===== src/rtl/sprite_row_fetch_arbiter_pkg.sv =====
// Shared constants and types for the sprite row fetch arbiter.
// The derived widths size the lane, column and row fields of the fetch path.
package sprite_pkg;

    localparam int NUM_REQ = 5;
    localparam int ROW_W   = 64;
    localparam int ROWS    = 64;
    localparam int ADDR_W  = 13;
    localparam int DATA_W  = 24;

    localparam int LANE_W    = $clog2(NUM_REQ);
    localparam int COL_W     = $clog2(ROW_W);
    localparam int ROW_IDX_W = $clog2(ROWS);

    typedef enum logic [1:0] {IDLE, BURST, DRAIN} fetch_state_t;

    typedef enum logic [2:0] {GREEN, RED, YELLOW, BLUE, ORANGE} lane_t;

endpackage


===== src/rtl/sprite_row_fetch_arbiter_rr.sv =====
// Combinational round-robin search: the first requester at or above ptr,
// wrapping upward, wins; returns a one-hot grant and its index.
module rr_arbiter #(
    parameter int NUM_REQ = 5,
    parameter int IDX_W   = $clog2(NUM_REQ)
) (
    input  logic [NUM_REQ-1:0] req,
    input  logic [IDX_W-1:0]   ptr,
    output logic [NUM_REQ-1:0] gnt,
    output logic [IDX_W-1:0]   idx
);

    int cand;

    // Scan farthest-first so the candidate closest to ptr is written last and wins.
    always_comb begin
        gnt  = '0;
        idx  = '0;
        cand = 0;
        for (int i = NUM_REQ - 1; i >= 0; i--) begin
            cand = (int'(ptr) + i) % NUM_REQ;
            if (req[cand]) begin
                gnt       = '0;
                gnt[cand] = 1'b1;
                idx       = IDX_W'(cand);
            end
        end
    end

endmodule


===== src/rtl/sprite_row_fetch_arbiter.sv =====
// Grants note-lane renderers round-robin access to the shared sprite RAM and
// streams one 64-pixel row per grant, tagging RAM data with lane and column.
module sprite_row_fetch_arbiter
    import sprite_pkg::*;
(
    input  logic                                clk,
    input  logic                                rst,
    input  logic [NUM_REQ-1:0]                  req,
    input  logic [NUM_REQ-1:0][ROW_IDX_W-1:0]   req_row,
    output logic [NUM_REQ-1:0]                  ack,
    output logic [NUM_REQ-1:0]                  done,
    output logic [ADDR_W-1:0]                   rom_addr,
    input  logic [DATA_W-1:0]                   rom_data,
    output logic                                pix_valid,
    output logic [DATA_W-1:0]                   pix_data,
    output logic [LANE_W-1:0]                   pix_lane,
    output logic [COL_W-1:0]                    pix_col,
    output logic                                busy
);

    fetch_state_t          state;
    logic [LANE_W-1:0]     rr_ptr;
    logic [LANE_W-1:0]     lane;
    logic [ROW_IDX_W-1:0]  row;
    logic [COL_W-1:0]      col;

    logic [NUM_REQ-1:0]    gnt;
    logic [LANE_W-1:0]     gnt_idx;
    logic [LANE_W-1:0]     next_ptr;
    logic                  burst_vld;
    logic                  pix_vld_q;
    logic [LANE_W-1:0]     pix_lane_q;
    logic [COL_W-1:0]      pix_col_q;
    logic [NUM_REQ-1:0]    lane_hot;

    rr_arbiter #(.NUM_REQ(NUM_REQ), .IDX_W(LANE_W)) u_rr (
        .req (req),
        .ptr (rr_ptr),
        .gnt (gnt),
        .idx (gnt_idx)
    );

    assign next_ptr = (gnt_idx == LANE_W'(NUM_REQ - 1)) ? '0 : gnt_idx + 1'b1;

    always_ff @(posedge clk or posedge rst) begin
        if (rst) begin
            state  <= IDLE;
            rr_ptr <= '0;
            lane   <= '0;
            row    <= '0;
            col    <= '0;
        end else begin
            case (state)
                IDLE: begin
                    if (|gnt) begin
                        lane   <= gnt_idx;
                        row    <= req_row[gnt_idx];
                        col    <= '0;
                        rr_ptr <= next_ptr;
                        state  <= BURST;
                    end
                end
                BURST: begin
                    if (col == COL_W'(ROW_W - 1)) state <= DRAIN;
                    else                          col   <= col + 1'b1;
                end
                DRAIN:   state <= IDLE;
                default: state <= IDLE;
            endcase
        end
    end

    // One-stage tag pipeline matching the RAM's registered read.
    assign burst_vld = (state == BURST);

    always_ff @(posedge clk or posedge rst) begin
        if (rst) begin
            pix_vld_q  <= 1'b0;
            pix_lane_q <= '0;
            pix_col_q  <= '0;
        end else begin
            pix_vld_q <= burst_vld;
            if (burst_vld) begin
                pix_lane_q <= lane;
                pix_col_q  <= col;
            end
        end
    end

    // Address comes straight from row/col, so it holds its last value outside BURST.
    assign rom_addr  = ADDR_W'({row, col});

    assign lane_hot  = {{(NUM_REQ-1){1'b0}}, 1'b1} << lane;
    assign ack       = (burst_vld && col == '0) ? lane_hot : '0;
    assign done      = (state == DRAIN) ? lane_hot : '0;
    assign busy      = (state != IDLE);

    assign pix_valid = pix_vld_q;
    assign pix_data  = pix_vld_q ? rom_data : '0;
    assign pix_lane  = pix_lane_q;
    assign pix_col   = pix_col_q;

endmodule


===== config.mk =====
export PLATFORM = sky130hd
export DESIGN_NAME = sprite_row_fetch_arbiter
export DESIGN_NICKNAME = d
export VERILOG_FILES = /design/src/rtl/sprite_row_fetch_arbiter_pkg.sv /design/src/rtl/sprite_row_fetch_arbiter_rr.sv /design/src/rtl/sprite_row_fetch_arbiter.sv
export SDC_FILE = /design/constraint.sdc
export NUM_CORES = 1
export LEC_CHECK = 0
export CAP_MARGIN = 30
export CELL_PAD_IN_SITES_DETAIL_PLACEMENT = 0
export CELL_PAD_IN_SITES_GLOBAL_PLACEMENT = 2
export CORE_AREA = 8 8 158 116
export CTS_CLUSTER_DIAMETER = 150
export DETAILED_ROUTE_END_ITERATION = 8
export DIE_AREA = 0 0 166 124
export HOLD_SLACK_MARGIN = 0.03
export PLACE_DENSITY_LB_ADDON = 0.1
export SETUP_SLACK_MARGIN = 0.15
export SLEW_MARGIN = 0
export SYNTH_ARGS = -nofsm -noshare
export SYNTH_HDL_FRONTEND = slang
export SYNTH_SLANG_ARGS = --single-unit

===== constraint.sdc =====
create_clock -name clk -period 12.4 [get_ports clk]
set_input_delay 2.48 -clock clk [delete_from_list [all_inputs] [get_ports clk]]
set_output_delay 2.48 -clock clk [all_outputs]
set_load 0.02 [all_outputs]

Word level (Yosys, flattened, before mapping). Index checks and enable logic that the tools add are counted.

$add $sub $neg: 6. Div/mod/pow operators: 5. Magnitude comparators: 11. Equal/unequal tests: 7. Shifts and indexed selects: 1. Mux-type cells: 47. Reduce and logical (&&, ||, !) cells: 14.

Operator list (number): $ge 32x1->1 const B (5); $lt 32x5->1 const B (5); $mod 32x4->32 const B (4); $mux 5 (7); $mod 4x4->32 const B (1); $mux 24 (1); $bmux 6 s3 (1); $mux 3 (6); $mux 6 (3); $bmux 1 s3 (5); $demux 1 s3 (5); $mux 1 (15); $pmux 6 s2 (1); $add 3x2->4 const B (2); $add 6x1->6 const B (1); $eq 6x6->1 const B (1); $logic_and 1x1->1 (6); $logic_not 6->1 (1); $reduce_or 5->1 (1); $shl 1x3->5 const A (1); $add 3x1->4 const B (1); $add 3x3->4 const B (1); $lt 3x4->1 const B (1); $mux 2 (2); 11 further kinds (14).

Bits in registers: 30. Input bits: 61. Output and inout bits: 58. Logic and storage cells: 99.

Longest topological paths before layout. Gate-level depths: netlist (run 1).

Depth after elaboration: 14. Mapped depth: 25. Depth with buffers taken out: 23.

Cells and area by module. Synthesis (run 1) repeated with hierarchy kept, for this count alone.

Cells, all modules: 547. Area total of the unflattened synthesis: 4295.4 um^2.

Modules (own cells, without submodules): rr_arbiter (instances 1, cells an instance 328, area an instance 2414.8 um^2, seq. area each 0.0 um^2); sprite_row_fetch_arbiter (instances 1, cells an instance 219, area an instance 1880.6 um^2, seq. area each 750.7 um^2).

Worst setup path before layout (run 1). OpenSTA, ideal clock, no wires.

Path type: input port to output port. Start point: in rom_data[0]. End point: out pix_data[0]. Arrival time: 2.696 ns. Path slack: 7.224 ns. Stages on the path: 1. Buffers on the path: 0. Path through: and2_1.

Word-level cells in the longest chain between the ends: 1.

RTL lines: from (decl) (line sprite_row_fetch_arbiter.sv:13) `input logic [DATA_W-1:0] rom_data,`; $mux 24 (line sprite_row_fetch_arbiter.sv:99) `assign pix_data = pix_vld_q ? rom_data : '0;`; to (decl) (line sprite_row_fetch_arbiter.sv:15) `output logic [DATA_W-1:0] pix_data,`.

No other way between the ends.

Final worst setup path (run 1).
Start point: reg rr_ptr[0]. End point: reg row[0].

Word-level cells in the longest chain between the ends: 13. Elaborated cells between the ends (all ways): 63. Classes of those cells: 4 x add/sub; 5 x div; 10 x order compare; 37 x mux; 7 x reduce/logical.

RTL lines: from (decl) (line sprite_row_fetch_arbiter.sv:22) `logic [LANE_W-1:0] rr_ptr;`; from (signal assigned) (line sprite_row_fetch_arbiter.sv:59) `rr_ptr <= next_ptr;`; $add 3x3->4 (line sprite_row_fetch_arbiter_rr.sv:21) `cand = (int'(ptr) + i) % NUM_REQ;`; $mod 32x4->32 (line sprite_row_fetch_arbiter_rr.sv:21); $ge 32x1->1 (implied by the code) or $lt 32x5->1 (tied branches) (line sprite_row_fetch_arbiter_rr.sv:24) `gnt[cand] = 1'b1;`; $logic_and 1x1->1 (implied by the code) (line sprite_row_fetch_arbiter_rr.sv:24); $mux 1 (implied by the code) (line sprite_row_fetch_arbiter_rr.sv:24); $demux 1 s3; $mux 5 (5 in series) (line sprite_row_fetch_arbiter_rr.sv:22) `if (req[cand]) begin`; $reduce_or 5->1 (line sprite_row_fetch_arbiter.sv:55) `if (|gnt) begin`; $reduce_and 2->1 (no source line); to (signal assigned) (line sprite_row_fetch_arbiter.sv:57) `row <= req_row[gnt_idx];`; to (decl) (line sprite_row_fetch_arbiter.sv:24) `logic [ROW_IDX_W-1:0] row;`.

Several ways; a longest one is shown, not always the timed one. The select of a mux whose other input is x is not followed. A chain may end at the register's enable or synchronous reset.

==> metrics.txt, run 1 <==
# TYPE chip_impl_metric gauge
chip_impl_info{name="worst_setup_path_end_kind",value="flip-flop"} 1
chip_impl_metric{name="crit_path_max_incr_delay",unit="ns"} 0.82
chip_impl_metric{name="seq_area",unit="um2"} 751
chip_impl_metric{name="grt_first_pass_wirelength",unit="um"} 22300
chip_impl_metric{name="hpwl",unit="um"} 11600
chip_impl_metric{name="crit_path_max_fanout",unit=""} 33
chip_impl_metric{name="postSynthNetCount",unit=""} 598
chip_impl_metric{name="tritoncts_num_sinks",unit=""} 30
chip_impl_metric{name="final.setup.tns",unit="ns"} 0
chip_impl_info{name="cell_types_with_the_largest_area_share_after_synthesis",value="dfrtp_1 (19%), ha_1 (9.7%), nand2_1 (7.4%)"} 1
chip_impl_info{name="largest_area_contributor_in_the_netlist",value="dfrtp_1"} 1
chip_impl_metric{name="antenna-diode-count",unit=""} 0
chip_impl_metric{name="clock.fmax",unit="GHz"} 0.162
chip_impl_metric{name="post-place-cells",unit=""} 812
chip_impl_metric{name="die_h",unit="um"} 124
chip_impl_metric{name="max_slew_margin",unit=""} 0.351
chip_impl_metric{name="clock_path_buffers",unit=""} 2
chip_impl_metric{name="wirelength_met1",unit="um"} 7680
chip_impl_metric{name="ant_nets",unit=""} 0
chip_impl_metric{name="initial_utilization",unit=""} 0.245
chip_impl_metric{name="worst_ep_required_time",unit="ns"} 12.55
chip_impl_metric{name="max_cap_violations",unit=""} 0
chip_impl_metric{name="drc",unit=""} 0
chip_impl_info{name="critPathLaunchType",value="flip-flop"} 1
chip_impl_metric{name="num_vias",unit=""} 4003
chip_impl_metric{name="cts.reportedPaths.clkPinSlew",unit="ns"} 0.05
chip_impl_metric{name="per_cell_via_count_in_the_routed_design",unit=""} 4.89
chip_impl_metric{name="detail_route.first_pass.iterations",unit=""} 5
chip_impl_metric{name="met2RoutedLength",unit="um"} 6160
chip_impl_metric{name="first_global_vias",unit=""} 3855
chip_impl_metric{name="fp-row-count",unit=""} 39
chip_impl_metric{name="tritoncts.num_buffers",unit=""} 5
chip_impl_metric{name="multiInputGateArea",unit="mm2"} 0.00286
chip_impl_metric{name="finalCritPeriodShare",unit=""} 0.497
chip_impl_metric{name="die_area",unit="mm2"} 0.0206
chip_impl_metric{name="finish.net_count",unit=""} 705
chip_impl_info{name="run_status",value="completed"} 1
chip_impl_metric{name="gp_congestion",unit=""} 0.770
chip_impl_metric{name="clock-skew-final",unit="ns"} 0.00718
chip_impl_metric{name="maxSlewViolCount",unit=""} 0
chip_impl_metric{name="post_synth_num_cell_types",unit=""} 76
chip_impl_info{name="holdCritPathClass",value="flip-flop to flip-flop"} 1
chip_impl_metric{name="final_cell_count_no_fill",unit=""} 819
chip_impl_metric{name="crit_arrival",unit="ns"} 6.32
chip_impl_metric{name="syn_avg_cell_area",unit="um2"} 7.66
chip_impl_metric{name="groute.usage.overall",unit=""} 0.133
chip_impl_metric{name="io_pins",unit=""} 119
chip_impl_metric{name="die_extent_in_x",unit="um"} 166
chip_impl_metric{name="yosys_warnings",unit=""} 0
chip_impl_metric{name="wirelength",unit="um"} 14400
chip_impl_metric{name="first_iter_violations",unit=""} 167
chip_impl_metric{name="initial_antenna_violation_count",unit=""} 0
chip_impl_info{name="critical_path.slowest_cell",value="a211oi_4"} 1
chip_impl_metric{name="setup-violations-final",unit=""} 0
chip_impl_info{name="cp_common_cell",value="ha_1"} 1
chip_impl_metric{name="ys_seq_area_frac",unit=""} 0.193
chip_impl_metric{name="overflow",unit=""} 0
chip_impl_metric{name="route.met3.wl",unit="um"} 475
chip_impl_info{name="cts.root.buffer_cell",value="clkbuf_16"} 1
chip_impl_info{name="grt_setup_unrepaired",value="no"} 1
chip_impl_metric{name="ys_async_sr_fraction",unit=""} 1.00
chip_impl_info{name="cp_cell_sequence",value="buf_4, inv_2, ha_1, inv_1, ha_1, o21ai_0, mux2i_1, inv_1, ha_1, nand2b_1, o221ai_1, o21ai_1, nand2_1, o32ai_1, o32a_2, mux2i_1, a211oi_4, or2_1, o221ai_1, o41a_1"} 1
chip_impl_metric{name="number_of_buffers_inserted_for_hold_repair_after_clock_tree_synthesis",unit=""} 0
chip_impl_metric{name="finalHoldViolations",unit=""} 0
chip_impl_metric{name="num-fill-cells",unit=""} 1668
chip_impl_metric{name="average_wire_per_cell_in_the_routed_design",unit="um"} 17.6
chip_impl_metric{name="slew_of_the_pin_with_the_lowest_slew_margin",unit="ns"} 0.973
chip_impl_metric{name="largest_net_degree_at_the_start_of_global_routing",unit=""} 34
chip_impl_metric{name="place.port_buffers",unit=""} 117
chip_impl_metric{name="drive_gt1_frac",unit=""} 0.0733
chip_impl_metric{name="cts.repair.resized",unit=""} 0
chip_impl_info{name="routed.top_layer",value="met4"} 1
chip_impl_metric{name="netlist_instances",unit=""} 507
chip_impl_info{name="critical-path-top-delay-family",value="compound AO/OA/AOI/OAI gates"} 1
chip_impl_metric{name="shortest_period_the_worst_path_allows",unit="ns"} 6.17
chip_impl_metric{name="post_cts.repair.setup_buffers",unit=""} 0
chip_impl_info{name="cts_tree",value="done"} 1
chip_impl_metric{name="cts_max_level",unit=""} 2
chip_impl_metric{name="critPathBufInv",unit=""} 4
chip_impl_metric{name="fraction_of_synthesized_cell_area_taken_by_the_top_area_cell_type",unit=""} 0.193
chip_impl_metric{name="area_growth_syn_to_layout",unit="%"} 39.3
chip_impl_metric{name="later_pin_clock_latency_in_the_skew_report",unit="ns"} 0.28
chip_impl_metric{name="number_of_flops_mapped_to_enable_cells_by_yosys",unit=""} 0
chip_impl_metric{name="area_of_the_core",unit="mm2"} 0.0159
chip_impl_metric{name="synth_area",unit="mm2"} 0.00388
chip_impl_info{name="setup.worst_path.class",value="flip-flop to flip-flop"} 1
chip_impl_metric{name="postSynthRegisterBits",unit=""} 30
chip_impl_info{name="synth_ff_type",value="dfrtp_1"} 1
worst reg2reg max path: stages (launching register included):
cell and delay, ns:
dfrtp_1 0.35, buf_4 0.26, inv_2 0.31, ha_1 0.51, inv_1 0.09, ha_1 0.42
o21ai_0 0.13, mux2i_1 0.42, inv_1 0.16, ha_1 0.24, nand2b_1 0.08, o221ai_1 0.15
o21ai_1 0.17, nand2_1 0.18, o32ai_1 0.37, o32a_2 0.27, mux2i_1 0.14, a211oi_4 0.82
or2_1 0.33, o221ai_1 0.18, o41a_1 0.45
per-stage QoR:
stage	worst slack (ns)	hold slack (ns)	util	area [um2]
2_1_floorplan	7.22	0.484	-	3880
4_1_cts	6.24	0.484	0.341	5410
3_3_place_gp	6.24	0.461	0.330	5230
6_report	6.23	0.478	0.341	5410
3_5_place_dp	6.25	0.472	0.330	5240
5_1_grt	5.84	0.508	0.341	5410
cell usage after synthesis, drive strengths merged, types with 3 or more instances:
cell    count
and2       28
nor2       34
dfrtp      30
o21ai      30
or2         7
mux2i      16
nand3      10
a31oi       4
o41a        7
o21a       10
o22ai       4
mux2       12
a21o        4
a21oi      28
xnor2       7
nor4        3
buf        12
nor3        8
nand2      79
a211oi      7
ha         30
inv        42
o211ai      6
xor2        4
clkbuf     10
nor3b       7
o221ai     11
and3        3
a22oi       4
a41oi       6
nand2b      6
or3b        3
cell type report:
cell class / count / share of cell area
Clock buffer: 6 / 0.0257
Clock inverter: 1 / 0.00555
Inverter: 43 / 0.0299
Multi-Input combinational cell: 412 / 0.529
Sequential cell: 30 / 0.139
Tap cell: 205 / 0.0474
Timing Repair Buffer: 122 / 0.224
layout by cell type (no fill, tap or decap), types with 3 or more instances in the layout:
cell type | Yosys | final
clkdlybuf4s50_1 | 0 | 117
nand2_1 | 77 | 77
inv_1 | 38 | 38
nor2_1 | 34 | 34
ha_1 | 30 | 30
dfrtp_1 | 30 | 30
and2_1 | 28 | 28
a21oi_1 | 25 | 25
o21ai_0 | 23 | 23
mux2i_1 | 16 | 16
o221ai_1 | 11 | 11
o21a_1 | 10 | 10
mux2_1 | 9 | 9
nand3_1 | 9 | 9
nor3_1 | 8 | 8
xnor2_1 | 7 | 7
o21ai_1 | 7 | 7
o41a_1 | 7 | 7
nand2b_1 | 6 | 6
a41oi_1 | 6 | 6
nor3b_1 | 5 | 5
o211ai_1 | 5 | 5
a211oi_1 | 5 | 5
clkbuf_16 | 0 | 5
buf_4 | 2 | 5
or2_1 | 4 | 4
a21o_1 | 4 | 4
a22oi_1 | 4 | 4
inv_2 | 4 | 4
a31oi_1 | 4 | 4
a21oi_2 | 3 | 3
nor4_1 | 3 | 3
o22ai_1 | 3 | 3
mux2_2 | 3 | 3
and3_1 | 3 | 3
or2_2 | 3 | 3
xor2_1 | 3 | 3
flip-flops by register name, indices dropped and copies added, names as in the netlist:
name	cells
lane	3
rr_ptr	3
col	6
row	6
state	2
pix_valid	1
pix_col	6
pix_lane	3
per-layer routing:
| metal | vias to the layer above | track usage |
|---|---|---|
| met5 | - | 0 |
| met4 | 0 | 0.0204 |
| met3 | 8 | 0.0177 |
| met2 | 74 | 0.197 |
| met1 | 1891 | 0.203 |
| li1 | 2030 | - |
kinds of logic (layout without fill, tap and decap cells):
kind of cell    count (synthesis)  count (layout)  synth area share
xor+xnor                       11              11            0.0268
mux                            28              28            0.0761
compound gates                144             144             0.281
buf+inv                        65             172            0.0696
other cells                     1               1          0.000966
flops                          30              30             0.193
fa+ha+maj                      30              30            0.0967
simple gates                  198             198             0.255
final timing paths:
check / from / endpoint / slack (ns) / cells past startpoint
worst min register to register: pix_lane[2] / pix_lane[2] / 0.48 / 2
worst max register to register: rr_ptr[0] / row[0] / 6.23 / 20
max in group asynchronous: rst / row[2] / 9.52 / 3
worst min-delay path: pix_lane[2] / pix_lane[2] / 0.48 / 2
min in group asynchronous: rst / col[5] / 2.58 / 3
worst max-delay path: rr_ptr[0] / row[0] / 6.23 / 20
Power of run 1 is not shown: default switching activity piles up to over one toggle a cycle in this logic, so the estimate is an artifact.
==> inputs of run 2 (changes only) <==
- CORE_AREA: 8 8 158 116 -> 8 8 161 118
- DIE_AREA: 0 0 166 124 -> 0 0 169 126
- clock period: 12.4 -> 5.5 ns (I/O delays scaled with it)
==> metrics.txt, run 2 (synthesis results as in run 1) <==
# TYPE chip_impl_metric gauge
chip_impl_metric{name="wirelength",unit="um"} 14800
chip_impl_metric{name="fp-row-count",unit=""} 40
chip_impl_metric{name="cts_max_level",unit=""} 2
chip_impl_info{name="setup.worst_path.class",value="flip-flop to flip-flop"} 1
chip_impl_metric{name="initial_antenna_violation_count",unit=""} 0
chip_impl_metric{name="drive_gt1_frac",unit=""} 0.0911
chip_impl_metric{name="place.port_buffers",unit=""} 117
chip_impl_metric{name="area_of_the_core",unit="mm2"} 0.0166
chip_impl_metric{name="detail_route.first_pass.iterations",unit=""} 4
chip_impl_metric{name="antenna-diode-count",unit=""} 0
chip_impl_info{name="worst_setup_path_end_kind",value="flip-flop"} 1
chip_impl_info{name="holdCritPathClass",value="flip-flop to flip-flop"} 1
chip_impl_metric{name="per_cell_via_count_in_the_routed_design",unit=""} 4.67
chip_impl_metric{name="ant_nets",unit=""} 0
chip_impl_metric{name="first_global_vias",unit=""} 3993
chip_impl_metric{name="shortest_period_the_worst_path_allows",unit="ns"} 4.81
chip_impl_metric{name="cts.reportedPaths.clkPinSlew",unit="ns"} 0.05
chip_impl_metric{name="clock_path_buffers",unit=""} 2
chip_impl_metric{name="overflow",unit=""} 0
chip_impl_info{name="layout.cells.most_common",value="clkdlybuf4s50_1"} 1
chip_impl_metric{name="die_extent_in_x",unit="um"} 169
chip_impl_metric{name="die_area",unit="mm2"} 0.0213
chip_impl_metric{name="num_vias",unit=""} 4001
chip_impl_metric{name="post_cts.repair.setup_buffers",unit=""} 0
chip_impl_metric{name="clock.fmax",unit="GHz"} 0.208
chip_impl_metric{name="average_wire_per_cell_in_the_routed_design",unit="um"} 17.2
chip_impl_metric{name="later_pin_clock_latency_in_the_skew_report",unit="ns"} 0.27
chip_impl_metric{name="groute.usage.overall",unit=""} 0.136
chip_impl_info{name="layout_common_cells",value="clkdlybuf4s50_1 (117), nand2_1 (77), inv_1 (38)"} 1
chip_impl_metric{name="slew_of_the_pin_with_the_lowest_slew_margin",unit="ns"} 0.595
chip_impl_metric{name="postPlaceCellArea",unit="mm2"} 0.00536
chip_impl_info{name="critPathLaunchType",value="flip-flop"} 1
chip_impl_metric{name="hpwl",unit="um"} 12100
chip_impl_metric{name="largest_net_degree_at_the_start_of_global_routing",unit=""} 31
chip_impl_metric{name="finalCritPeriodShare",unit=""} 0.874
chip_impl_metric{name="crit_arrival",unit="ns"} 4.96
chip_impl_metric{name="crit_path_max_incr_delay",unit="ns"} 0.56
chip_impl_metric{name="area_growth_syn_to_layout",unit="%"} 41.6
chip_impl_metric{name="finalHoldWorstSlack",unit="ns"} 0.477
chip_impl_info{name="cp_cell_sequence",value="inv_1, ha_1, o21ai_1, nand2_1, xnor2_1, ha_1, inv_1, o221ai_1, nand2_1, mux2_1, o311a_1, nor3b_1, a211oi_4, buf_4, mux2_1, o221ai_1, o41a_1"} 1
chip_impl_metric{name="finish.net_count",unit=""} 717
chip_impl_metric{name="finalHoldViolations",unit=""} 0
chip_impl_metric{name="crit_path_max_fanout",unit=""} 9
chip_impl_metric{name="first_iter_violations",unit=""} 177
chip_impl_metric{name="worst_ep_required_time",unit="ns"} 5.65
chip_impl_metric{name="setup-violations-final",unit=""} 0
chip_impl_info{name="cts_tree",value="done"} 1
chip_impl_metric{name="io_pins",unit=""} 119
chip_impl_metric{name="max_slew_margin",unit=""} 0.602
chip_impl_metric{name="cts.repair.resized",unit=""} 0
chip_impl_metric{name="clock-skew-final",unit="ns"} 0.00199
chip_impl_info{name="grt_setup_unrepaired",value="no"} 1
chip_impl_metric{name="final.setup.tns",unit="ns"} 0
chip_impl_metric{name="grt_first_pass_wirelength",unit="um"} 23400
chip_impl_metric{name="tritoncts.num_buffers",unit=""} 5
chip_impl_metric{name="die_h",unit="um"} 126
chip_impl_info{name="cts.root.buffer_cell",value="clkbuf_16"} 1
chip_impl_info{name="run_status",value="completed"} 1
chip_impl_metric{name="maxSlewViolCount",unit=""} 0
chip_impl_metric{name="max_cap_violations",unit=""} 0
chip_impl_info{name="critical_path.slowest_cell",value="dfrtp_1"} 1
chip_impl_metric{name="initial_utilization",unit=""} 0.234
chip_impl_metric{name="fin_area",unit="mm2"} 0.00550
chip_impl_metric{name="drc",unit=""} 0
chip_impl_metric{name="gp_congestion",unit=""} 0.757
chip_impl_metric{name="tritoncts_num_sinks",unit=""} 30
chip_impl_metric{name="number_of_buffers_inserted_for_hold_repair_after_clock_tree_synthesis",unit=""} 0
run 2: metal layers:
metal	vias up	global-route usage	wire length, um
met3	7	0.0228	566
met4	0	0.0140	68
li1	2057	-	-
met1	1863	0.207	7830
met2	74	0.201	6310
met5	-	0	0
run 2: path summary, 6_finish.rpt:
check                      depth (start not counted)       start  slack [ns]         end
setup / recovery                                  17   rr_ptr[2]        0.69      row[5]
hold / removal                                     2  pix_col[3]        0.48  pix_col[3]
setup reg to reg                                  17   rr_ptr[2]        0.69      row[5]
hold reg to reg                                    2  pix_col[3]        0.48  pix_col[3]
max in group asynchronous                          3         rst        4.00      row[4]
min in group asynchronous                          3         rst        1.21      col[5]
run 2: through the flow:
step / util / setup WS [ns] / std cells
after floorplan: - / 0.893 / 507
after global placement: 0.323 / 0.731 / 850
after detailed placement: 0.323 / 0.738 / 850
after CTS: 0.331 / 0.708 / 857
after global routing: 0.331 / 0.201 / 857
final: 0.331 / 0.692 / 857
run 2: layout make-up:
cell class / count / area (um2)
Clock buffer: 5 / 125
Clock inverter: 2 / 10.0
Sequential cell: 30 / 751
Multi-Input combinational cell: 412 / 2860
Fill cell: 1785 / 11100
Timing Repair Buffer: 134 / 1300
Inverter: 43 / 161
Tap cell: 231 / 289
run 2: worst max-delay path, delay by kind of cell (launching register included):
family	cells	cell delay (ns)
DFF	1	0.56
xor gates and xnor gates	1	0.20
AOI/OAI and AO/OA	6	1.57
adders and majority gates	2	0.69
muxes	2	0.60
and+or+nand+nor	3	0.66
buffers and inverters	3	0.41
Power of run 2 is left out for the same reason.
==> inputs of run 3 (changes only) <==
- PLACE_DENSITY: default -> 0.8
- PLACE_DENSITY_LB_ADDON: 0.1 -> default
==> metrics.txt, run 3 (synthesis results as in run 1) <==
# TYPE chip_impl_metric gauge
chip_impl_metric{name="max_cap_violations",unit=""} 0
chip_impl_metric{name="overflow",unit=""} 0
chip_impl_info{name="layout.cells.most_common",value="clkdlybuf4s50_1"} 1
chip_impl_metric{name="area_of_the_core",unit="mm2"} 0.0166
chip_impl_metric{name="die_area",unit="mm2"} 0.0213
chip_impl_metric{name="initial_antenna_violation_count",unit=""} 0
chip_impl_metric{name="antenna-diode-count",unit=""} 0
chip_impl_metric{name="later_pin_clock_latency_in_the_skew_report",unit="ns"} 0.28
chip_impl_metric{name="clock.fmax",unit="GHz"} 0.202
chip_impl_metric{name="detail_route.first_pass.iterations",unit=""} 5
chip_impl_info{name="cts.root.buffer_cell",value="clkbuf_16"} 1
chip_impl_metric{name="clock-skew-final",unit="ns"} 0.00306
chip_impl_metric{name="die_h",unit="um"} 126
chip_impl_metric{name="drive_gt1_frac",unit=""} 0.0912
chip_impl_metric{name="wirelength",unit="um"} 14200
chip_impl_info{name="layout_common_cells",value="clkdlybuf4s50_1 (117), nand2_1 (77), inv_1 (38)"} 1
chip_impl_metric{name="num_vias",unit=""} 4130
chip_impl_metric{name="slew_of_the_pin_with_the_lowest_slew_margin",unit="ns"} 0.571
chip_impl_metric{name="final.setup.tns",unit="ns"} 0
chip_impl_metric{name="hpwl",unit="um"} 11600
chip_impl_metric{name="ant_nets",unit=""} 0
chip_impl_metric{name="average_wire_per_cell_in_the_routed_design",unit="um"} 16.6
chip_impl_metric{name="grt_first_pass_wirelength",unit="um"} 22900
chip_impl_metric{name="cts_max_level",unit=""} 2
chip_impl_metric{name="io_pins",unit=""} 119
chip_impl_metric{name="finalCritPeriodShare",unit=""} 0.898
chip_impl_info{name="critPathLaunchType",value="flip-flop"} 1
chip_impl_metric{name="first_global_vias",unit=""} 4114
chip_impl_metric{name="gp_congestion",unit=""} 0.867
chip_impl_metric{name="largest_net_degree_at_the_start_of_global_routing",unit=""} 31
chip_impl_metric{name="maxSlewViolCount",unit=""} 0
chip_impl_info{name="cts_tree",value="done"} 1
chip_impl_metric{name="cts.reportedPaths.clkPinSlew",unit="ns"} 0.05
chip_impl_metric{name="crit_path_max_fanout",unit=""} 16
chip_impl_metric{name="crit_arrival",unit="ns"} 5.15
chip_impl_info{name="holdCritPathClass",value="flip-flop to flip-flop"} 1
chip_impl_info{name="setup.worst_path.class",value="flip-flop to flip-flop"} 1
chip_impl_metric{name="place.port_buffers",unit=""} 117
chip_impl_info{name="run_status",value="completed"} 1
chip_impl_metric{name="worst_ep_required_time",unit="ns"} 5.71
chip_impl_metric{name="groute.usage.overall",unit=""} 0.130
chip_impl_metric{name="clock_path_buffers",unit=""} 2
chip_impl_info{name="grt_setup_unrepaired",value="no"} 1
chip_impl_metric{name="initial_utilization",unit=""} 0.234
chip_impl_metric{name="hold_path_depth",unit=""} 2
chip_impl_metric{name="finalHoldViolations",unit=""} 0
chip_impl_metric{name="area_growth_syn_to_layout",unit="%"} 43.2
chip_impl_metric{name="tritoncts.num_buffers",unit=""} 5
chip_impl_metric{name="setup-violations-final",unit=""} 0
chip_impl_metric{name="first_iter_violations",unit=""} 269
chip_impl_metric{name="reg2regPathDepth",unit=""} 18
chip_impl_metric{name="tritoncts_num_sinks",unit=""} 30
chip_impl_metric{name="drc",unit=""} 0
chip_impl_metric{name="per_cell_via_count_in_the_routed_design",unit=""} 4.82
chip_impl_metric{name="shortest_period_the_worst_path_allows",unit="ns"} 4.94
chip_impl_metric{name="fp-row-count",unit=""} 40
chip_impl_metric{name="max_slew_margin",unit=""} 0.620
chip_impl_info{name="worst_setup_path_end_kind",value="flip-flop"} 1
chip_impl_metric{name="die_extent_in_x",unit="um"} 169
chip_impl_metric{name="finish.net_count",unit=""} 715
run 3: final timing paths:
check	from	endpoint	slack, ns
max reg2reg	rr_ptr[2]	row[2]	0.56
min in group asynchronous	rst	col[3]	1.21
min	pix_col[4]	pix_col[4]	0.48
max in group asynchronous	rst	rr_ptr[2]	3.96
min reg2reg	pix_col[4]	pix_col[4]	0.48
max	rr_ptr[2]	row[2]	0.56
run 3: area by class of cell:
| class | instances | area (um2) |
|---|---|---|
| Sequential cell | 30 | 752 |
| Multi-Input combinational cell | 412 | 2860 |
| Timing Repair Buffer | 132 | 1300 |
| Inverter | 43 | 161 |
| Fill cell | 1772 | 11100 |
| Clock inverter | 2 | 60.1 |
| Tap cell | 231 | 289 |
| Clock buffer | 6 | 139 |
run 3: critical path, cell delays in order (launching register included):
cell	delay [ns]
dfrtp_2	0.59
ha_1	0.51
buf_4	0.25
a21oi_1	0.06
xnor2_1	0.34
inv_1	0.14
ha_1	0.23
inv_1	0.08
a2bb2oi_1	0.34
nor3_1	0.18
or4b_1	0.54
a21o_1	0.19
a22oi_1	0.22
mux2i_1	0.14
o211ai_2	0.22
buf_4	0.25
a21oi_1	0.09
a41oi_1	0.29
o41a_1	0.21
run 3: repair_timing:
| item | CTS | global route |
|---|---|---|
| hold buffers | 0 | 0 |
| gates resized for setup | 0 | 1 |
| setup endpoints to repair | 0 | 12 |
| buffers inserted | 0 | 1 |
run 3: metrics by stage:
step	utilization	instance area, um2	cells	setup slack, ns	hold slack [ns]
after CTS	0.333	5540	855	0.180	0.485
final	0.334	5560	856	0.558	0.484
after floorplan	-	3880	507	0.893	0.484
after global placement	0.321	5340	847	0.229	0.466
after global routing	0.334	5560	856	0.242	0.526
after detailed placement	0.321	5340	847	0.213	0.471
run 3: metal layers:
| layer | wire, um | global-route usage | vias to the layer above |
|---|---|---|---|
| met4 | 199 | 0.0254 | 0 |
| met5 | 0 | 0 | - |
| met2 | 6230 | 0.201 | 103 |
| li1 | - | - | 2047 |
| met1 | 7130 | 0.189 | 1963 |
| met3 | 658 | 0.0187 | 17 |
Power of run 3 is left out for the same reason.
